[config.mk]
export PLATFORM = sky130hd
export DESIGN_NAME = fetch_unit
export DESIGN_NICKNAME = d
export VERILOG_FILES = /design/src/rtl/fetch_unit.sv
export SDC_FILE = /design/constraint.sdc
export NUM_CORES = 1
export LEC_CHECK = 0
export ABC_AREA = 1
export CAP_MARGIN = 25
export CORE_MARGIN = 1
export CORE_UTILIZATION = 58
export CTS_BUF_LIST = sky130_fd_sc_hd__clkbuf_8
export DETAILED_ROUTE_END_ITERATION = 7
export GPL_TIMING_DRIVEN = 0
export HOLD_SLACK_MARGIN = 0.12
export PLACE_DENSITY = 0.8
export SKIP_CTS_REPAIR_TIMING = 1
export SYNTH_ARGS = -nofsm -noshare
export SYNTH_HDL_FRONTEND = slang
export SYNTH_SLANG_ARGS = --single-unit
[constraint.sdc]
create_clock -name clk -period 2.6 [get_ports clk]
set_input_delay 0.52 -clock clk [delete_from_list [all_inputs] [get_ports clk]]
set_output_delay 0.52 -clock clk [all_outputs]
set_load 0.01 [all_outputs]
[src/rtl/fetch_unit.sv]
// -----------------------------------------------------------------------------
// fetch_unit
//
// Instruction-fetch stage sitting in front of an asynchronous program ROM.
// It owns the program counter and presents it directly as the ROM address. The
// returned word is captured into the instruction register one cycle later.
// GOTO, CALL, RETURN and RETLW are resolved here against a circular return
// stack. SLEEP parks the stage in HALT until a wake pulse arrives.
//
// Ports
//   clk, rst_n        clock (rising edge), asynchronous active-low reset
//   rom_addr          ROM address (always equals the program counter)
//   rom_data          ROM word for rom_addr, combinational
//   stall             execute not ready: every register holds
//   skip_req          drop the word fetched this cycle (no control-flow effect)
//   wake              leave HALT
//   ir, ir_valid      instruction register and its live flag
//   ir_pc             address ir was fetched from
//   halted            FSM is in HALT
//   stk_ovf, stk_unf  sticky return-stack overflow / underflow flags
//   dbg_state         FSM state (0 BOOT, 1 RUN, 2 HALT)
//   dbg_stk_count     return-stack occupancy (0..STACK_DEPTH)
//
// Handshake with execute: stall is a level that freezes the whole stage,
// including the FSM, and it takes priority over both skip_req and wake.
// skip_req is only honoured on a cycle where stall is low, so execute keeps it
// asserted until stall drops. wake is only honoured in HALT.
// -----------------------------------------------------------------------------
module fetch_unit #(
  parameter int              PC_W         = 11,
  parameter int              IW           = 14,
  parameter int              STACK_DEPTH  = 8,
  parameter logic [PC_W-1:0] RESET_VECTOR = '0
) (
  input  logic                           clk,
  input  logic                           rst_n,
  output logic [PC_W-1:0]                rom_addr,
  input  logic [IW-1:0]                  rom_data,
  input  logic                           stall,
  input  logic                           skip_req,
  input  logic                           wake,
  output logic [IW-1:0]                  ir,
  output logic                           ir_valid,
  output logic [PC_W-1:0]                ir_pc,
  output logic                           halted,
  output logic                           stk_ovf,
  output logic                           stk_unf,
  output logic [1:0]                     dbg_state,
  output logic [$clog2(STACK_DEPTH):0]   dbg_stk_count
);

  localparam int SP_W  = $clog2(STACK_DEPTH);
  localparam int CNT_W = SP_W + 1;

  localparam logic [IW-1:0]    OP_RETURN = IW'('h0008);
  localparam logic [IW-1:0]    OP_SLEEP  = IW'('h0063);
  localparam logic [CNT_W-1:0] CNT_FULL  = CNT_W'(STACK_DEPTH);

  typedef enum logic [1:0] {
    S_BOOT = 2'd0,
    S_RUN  = 2'd1,
    S_HALT = 2'd2
  } state_t;

  state_t              r_state;
  state_t              w_state_nxt;

  logic [PC_W-1:0]     r_pc;
  logic [IW-1:0]       r_ir;
  logic                r_ir_valid;
  logic [PC_W-1:0]     r_ir_pc;
  logic [SP_W-1:0]     r_sp;
  logic [CNT_W-1:0]    r_count;
  logic [PC_W-1:0]     r_stack [STACK_DEPTH];
  logic                r_ovf;
  logic                r_unf;

  logic                w_is_goto;
  logic                w_is_call;
  logic                w_is_ret;
  logic                w_is_sleep;
  logic                w_fetch;
  logic                w_take;
  logic                w_push;
  logic                w_pop;
  logic [PC_W-1:0]     w_pc_inc;
  logic [PC_W-1:0]     w_pc_nxt;
  logic [SP_W-1:0]     w_sp_dec;
  logic [PC_W-1:0]     w_pop_data;

  // Opcode decode of the word currently on the ROM bus.
  assign w_is_goto  = (rom_data[13:11] == 3'b101);
  assign w_is_call  = (rom_data[13:11] == 3'b100);
  assign w_is_ret   = (rom_data == OP_RETURN) || (rom_data[13:10] == 4'b1101);
  assign w_is_sleep = (rom_data == OP_SLEEP);

  assign w_pc_inc   = r_pc + PC_W'(1);
  // Pop reads the entry below the pointer; the pointer wraps, so an empty
  // stack hands back whatever stale entry sits there.
  assign w_sp_dec   = r_sp - SP_W'(1);
  assign w_pop_data = r_stack[w_sp_dec];

  // ---------------------------------------------------------------------------
  // FSM: state register
  // ---------------------------------------------------------------------------
  always_ff @(posedge clk or negedge rst_n) begin
    if (!rst_n) begin
      r_state <= S_BOOT;
    end else begin
      r_state <= w_state_nxt;
    end
  end

  // ---------------------------------------------------------------------------
  // FSM: next-state logic
  // ---------------------------------------------------------------------------
  always_comb begin
    w_state_nxt = r_state;
    if (!stall) begin
      case (r_state)
        S_BOOT:  w_state_nxt = S_RUN;
        // A skipped SLEEP is discarded like any other skipped word.
        S_RUN:   if (w_is_sleep && !skip_req) w_state_nxt = S_HALT;
        S_HALT:  if (wake) w_state_nxt = S_RUN;
        default: w_state_nxt = S_BOOT;
      endcase
    end
  end

  // ---------------------------------------------------------------------------
  // FSM: output / datapath control
  // ---------------------------------------------------------------------------
  always_comb begin
    w_fetch  = (r_state == S_RUN) && !stall;
    w_take   = w_fetch && !skip_req;
    w_push   = w_take && w_is_call;
    w_pop    = w_take && w_is_ret;
    w_pc_nxt = r_pc;
    if (w_fetch) begin
      w_pc_nxt = w_pc_inc;
      if (w_take) begin
        if (w_is_goto || w_is_call) begin
          w_pc_nxt = rom_data[PC_W-1:0];
        end else if (w_is_ret) begin
          w_pc_nxt = w_pop_data;
        end
      end
    end
  end

  // ---------------------------------------------------------------------------
  // Program counter and instruction register
  // ---------------------------------------------------------------------------
  always_ff @(posedge clk or negedge rst_n) begin
    if (!rst_n) begin
      r_pc       <= RESET_VECTOR;
      r_ir       <= '0;
      r_ir_valid <= 1'b0;
      r_ir_pc    <= '0;
    end else begin
      r_pc <= w_pc_nxt;
      if (w_take) begin
        r_ir       <= rom_data;
        r_ir_pc    <= r_pc;
        r_ir_valid <= 1'b1;
      end else if (w_fetch) begin
        // Skipped word: the slot becomes a bubble.
        r_ir       <= '0;
        r_ir_valid <= 1'b0;
      end else if (!stall) begin
        // BOOT, HALT and the wake cycle never present a live instruction.
        r_ir_valid <= 1'b0;
      end
    end
  end

  // ---------------------------------------------------------------------------
  // Circular return stack with saturating occupancy
  // ---------------------------------------------------------------------------
  always_ff @(posedge clk or negedge rst_n) begin
    if (!rst_n) begin
      r_sp    <= '0;
      r_count <= '0;
      r_ovf   <= 1'b0;
      r_unf   <= 1'b0;
      for (int i = 0; i < STACK_DEPTH; i++) begin
        r_stack[i] <= '0;
      end
    end else if (w_push) begin
      // When full this overwrites the oldest entry, since sp has wrapped onto it.
      r_stack[r_sp] <= w_pc_inc;
      r_sp          <= r_sp + SP_W'(1);
      if (r_count == CNT_FULL) begin
        r_ovf <= 1'b1;
      end else begin
        r_count <= r_count + CNT_W'(1);
      end
    end else if (w_pop) begin
      r_sp <= w_sp_dec;
      if (r_count == '0) begin
        r_unf <= 1'b1;
      end else begin
        r_count <= r_count - CNT_W'(1);
      end
    end
  end

  // ---------------------------------------------------------------------------
  // Outputs
  // ---------------------------------------------------------------------------
  assign rom_addr      = r_pc;
  assign ir            = r_ir;
  // The SLEEP word stays in ir while halted, but it is not presented as live.
  assign ir_valid      = r_ir_valid && (r_state == S_RUN);
  assign ir_pc         = r_ir_pc;
  assign halted        = (r_state == S_HALT);
  assign stk_ovf       = r_ovf;
  assign stk_unf       = r_unf;
  assign dbg_state     = r_state;
  assign dbg_stk_count = r_count;

endmodule
### After elaboration in Yosys (flattened, before gate mapping)

Index checks and enable logic that the tools add are counted.

* logic and storage cells: 84
* bits of input ports: 19
* register bits: 136
* output and inout bits: 46

* reductions and logical operators: 19
* equal/unequal tests: 13
* bitwise gates (word level): 4
* $add $sub $neg: 5
* order comparisons: 3
* muxes and demuxes: 23

Operators by type and width (number)
* 88-bit bitwise mux: 1
* 11-bit two-way mux: 6
* 11-bit binary-select mux with 3-bit select: 1
* 11-bit demux with 3-bit select: 1
* 14-bit two-way mux: 2
* 4-bit two-way mux: 4
* 14-bit by 4-bit == test with 1-bit output, second input constant: 1
* 14-bit by 7-bit == test with 1-bit output, second input constant: 1
* 11-bit by 1-bit adder with 11-bit output, second input constant: 1
* 3-bit AND reduction: 3
* 4-bit == test, second input constant: 2
* 4-bit >= comparator, second input constant: 2
* 2-bit != test, second input constant: 4
* 3-bit inverter with 4-bit output: 2
* 1-bit logical AND: 7
* 3-bit == test, second input constant: 2
* 3-bit two-way mux: 2
* 2-bit one-hot mux with 3 select lines: 1
* 4-bit by 1-bit adder with 4-bit output, second input constant: 1
* 4-bit zero test: 1
* 4-bit by 1-bit < comparator with 1-bit output, second input constant: 1
* 2-bit two-way mux: 2
* 2-bit nonzero test: 2
* 4-bit by 1-bit subtractor with 4-bit output, second input constant: 1
* 11 further kinds: 16

### Logic depth before layout (Yosys ltp)

* depth after elaboration: 8
* depth in mapped cells: 14
* gate-level depth less buffers: 13

### Worst setup path before layout

OpenSTA, ideal clock, no wires.

* path kind: register to register
* start: reg r_sp[0]
* end: reg r_pc[9], in the netlist rom_addr[9]
* slack: 0.525 ns
* clock period less this slack: 2.075 ns
* arrival: 2.009 ns
* required time: 2.534 ns
* stages on the path, launching flop included: 14
* library setup time: 0.066 ns
* buffers on the path: 2
* cells stage by stage: dfrtp_1 inv_2 clkbuf_1 ha_1 inv_1 clkbuf_1 o21ai_0 o211ai_1 nand2_1 nand2_1 nand2_1 nand2_1 nand2_1 nand2_1

* cells in the longest elaborated chain, start to end: 8

RTL lines
* start, declared: RTL line 72 `logic [SP_W-1:0] r_sp;`
* start signal, assigned: RTL line 192 `r_sp <= r_sp + SP_W'(1);`
* start signal, assigned: RTL line 199 `r_sp <= w_sp_dec;`
* 3-bit by 1-bit subtractor with 3-bit output: RTL line 100 `assign w_sp_dec = r_sp - SP_W'(1);`
* net w_sp_dec[0]: RTL line 88 `logic [SP_W-1:0] w_sp_dec;`
* 3-bit inverter with 4-bit output (implied by the code): RTL line 101 `assign w_pop_data = r_stack[w_sp_dec];`
* 11-bit binary-select mux with 3-bit select: RTL line 101
* 11-bit two-way mux (implied by the code) (2 in a row): RTL line 101
* 11-bit two-way mux: RTL line 144 `end else if (w_is_ret) begin`
* 11-bit two-way mux: RTL line 142 `if (w_is_goto || w_is_call) begin`
* 11-bit two-way mux: RTL line 141 `if (w_take) begin`
* end signal, assigned: RTL line 161 `r_pc <= w_pc_nxt;`
* end, declared: RTL line 68 `logic [PC_W-1:0] r_pc;`

The timed path passes the listed nets, and every way through them passes these cells. The select of a mux whose other input is x is not followed.
A chain may end at the register's enable or synchronous reset.

### Worst setup path after layout

* start: reg r_sp[0]
* end: reg r_pc[0], in the netlist rom_addr[0]

The elaborated chain is that of the path after synthesis.

==> impl_metrics.json <==
{
  "num_rows": 38,
  "worstPathRequired_ns": 3.00,
  "syn_avg_cell_area_sq_um": 8.03,
  "wl_per_cell_microns": 18.0,
  "path_buf_inv": 4,
  "syn_area_sq_um": 6500,
  "power.total_uw": 8770,
  "tns_ns": 0,
  "synthTopCellsByArea": "dfrtp_1 52%, nand2_1 14%, o21ai_0 9.1%",
  "rr_worst_depth": 10,
  "grt_pass1_wl_microns": 29800,
  "cts-buffers-inserted": 17,
  "yosys-mux-area-fraction_pct": 0,
  "clk_path_buf_depth": 2,
  "path_max_fanout": 10,
  "clk_pin_slew_worst_paths_ns": 0.08,
  "grt_max_degree": 82,
  "endpoint_kind": "flop",
  "die_area_sq_um": 11600,
  "drc": 0,
  "worstReg2RegEnd": "rom_addr[0]",
  "placed_area_sq_um": 7340,
  "synth-seq-cells": 136,
  "p_leak_uw": 0.00362,
  "grt_pass1_vias": 5692,
  "critPathLaunch": "r_sp[0]",
  "initial_core_util_pct": 59.7,
  "cp.arrival_ns": 2.88,
  "period_minus_slack_ns": 2.48,
  "met1_usage_pct": 48.6,
  "slew_viol_final": 0,
  "hold_viol_final": 0,
  "grt_overflow_total": 0,
  "hold_ws_ns": 0.477,
  "final.period_utilization_pct": 95.6,
  "worst_path_largest_cell_delay_ns": 0.47,
  "cpLargestDelayFamily": "buffers and inverters",
  "synthToLayoutAreaGrowth_pct": 19.6,
  "gp_congestion": 0.918,
  "finish.utilization_pct": 71.4,
  "hp-start": "stk_ovf",
  "cts_tree": "done",
  "synth_top_area_share_pct": 52.4,
  "met2_usage_pct": 52.9,
  "syn_nets": 833,
  "status": "complete, no violations",
  "ir_worst_vdd_mv": 0.633,
  "firstDrtPassIters": 7,
  "io_buffers": 64,
  "synth-main-ff-cell": "dfrtp_1",
  "cts-root-buf": "clkbuf_8",
  "synth_area_leader_cell": "dfrtp_1",
  "cellPowerDensity_nw_per_um2": 1130,
  "slowest_stage": "clkbuf_1",
  "num_vias": 6123,
  "syn_inst": 809,
  "finalSetupViolations": 0,
  "r2r_start": "r_sp[0]",
  "clock.fmax_mhz": 402,
  "crit_top_cell": "o211ai_1",
  "grt_usage_pct": 34.9,
  "ys_types": 32,
  "synth_top_family_by_area": "simple AND/OR/NAND/NOR gates",
  "synth-adder-area-share_pct": 0.963,
  "synth_simple_gate_area_share_pct": 22.5,
  "seq_area_frac_synth_pct": 52.4,
  "finalWirelength_microns": 18800,
  "core_sq_um": 10900,
  "die_x_microns": 108,
  "antenna_found_initial": 0,
  "grt_busiest_layer": "met2",
  "hp-class": "flop to flop",
  "path_class": "flop to flop",
  "cts_sinks": 136,
  "synth_xor_area_share_pct": 1.75,
  "hold_depth": 2,
  "stdcell_area_sq_um": 7770,
  "fin_skew_ns": 0.0132,
  "dieHeight_microns": 108,
  "path_cells": "inv_2 -> clkbuf_4 -> ha_1 -> clkbuf_1 -> o21ai_0 -> o211ai_1 -> nand3_1 -> o211ai_1 -> nand2_1 -> inv_1",
  "yosys_warnings": 0,
  "worstMarginPinSlew_ns": 1.02,
  "ctsHtreeMaxLevel": 4,
  "rsz0062_at_grt": "no",
  "io_pins": 65,
  "synth_compound_area_share_pct": 16.4,
  "slew_headroom_pct": 31.3,
  "reg2reg_slack_ns": 0.12,
  "place.detailed.hpwl_microns": 13300,
  "antenna_cells": 0,
  "vias_per_cell": 5.85,
  "fin_nets": 918,
  "grtUsageMet3_pct": 7.81,
  "layout-drive-gt1-share_pct": 8.16,
  "drt_iter0_markers": 674,
  "clk_latency_ns": 0.46,
  "hold-path-endpoint": "stk_ovf",
  "synthArstFlopShare_pct": 100,
  "startpoint_type": "flop",
  "synth-edff-count": 0,
  "maxCapViolCount": 0,
  "drtAntennaViolNets": 0
}
-- tightest hold or removal path: stages (launching register included) --
cell and delay, ns:
dfrtp_1 0.36, inv_1 0.04, nand2_1 0.05
-- worst max-delay path by stage --
stage | to | cells after the start
floorplan | rom_addr[9] | 13
finish | rom_addr[0] | 10
global route | rom_addr[9] | 13
CTS | rom_addr[9] | 13
detailed placement | rom_addr[9] | 13
global placement | dbg_stk_count[2] | 1
-- registers in the layout, indices dropped and copies added, names as in the netlist --
register       cells
ir                14
r_sp               3
stk_unf            1
r_ir_valid         1
rom_addr          11
dbg_state          2
r_stack           88
stk_ovf            1
dbg_stk_count      4
ir_pc             11
-- kinds of logic after synthesis --
| group | count (synthesis) |
|---|---|
| xor+xnor | 13 |
| fa+ha+maj | 5 |
| compound gates | 201 |
| flops | 136 |
| simple gates | 358 |
| buf+inv | 96 |
-- synth_stat cells (all sizes together), types with 3 or more instances --
cell,count
ha,5
clkbuf,18
xnor2,5
a21oi,17
nor3,3
xor2,8
inv,56
nand4,4
nand2,242
nor2,79
nand3b,3
buf,22
nand3,25
o22ai,3
dfrtp,136
o21ai,161
o211ai,15
-- per-stage QoR --
step,worst slack [ns],std cells
after floorplan,0.525,809
after global placement,-4.19,1013
after detailed placement,-0.300,1014
after CTS,-0.321,1046
after global routing,0.00464,1047
final,0.115,1047
-- area by class of cell --
cell class | instances | area (sq um)
Clock inverter | 13 | 145
Multi-Input combinational cell | 577 | 2700
Buffer | 40 | 194
Sequential cell | 136 | 3400
Fill cell | 877 | 3120
Tap cell | 140 | 175
Clock buffer | 19 | 262
Inverter | 56 | 210
Timing Repair Buffer | 66 | 679
-- metal layers --
layer  share of wire (%)  vias up
met5                   0        -
met3                 8.9       36
met2                  46      292
met4                 2.5        0
li1                    -     2817
met1                  43     2978
-- cells in the final DEF (no fill, tap or decap), drive strengths merged --
master,n
a21boi,2
a21oi,17
a22o,1
buf,23
bufinv,2
clkbuf,38
clkdlybuf4s50,63
clkinv,4
clkinvlp,2
dfrtp,136
dlygate4sd3,1
ha,5
inv,61
nand2,242
nand3,25
nand3b,3
nand4,4
nor2,79
nor3,3
nor4,2
o211ai,15
o21ai,161
o21bai,1
o22ai,3
o32ai,1
xnor2,5
xor2,8
-- report_power, final --
group          internal, uW  switching (uW)  total, uW
sequential             2570             393       2960
clock                   913             859       1770
combinational          1460            2570       4030
total                  4940            3820       8770
No activity file was read; power rests on OpenSTA's default activity.
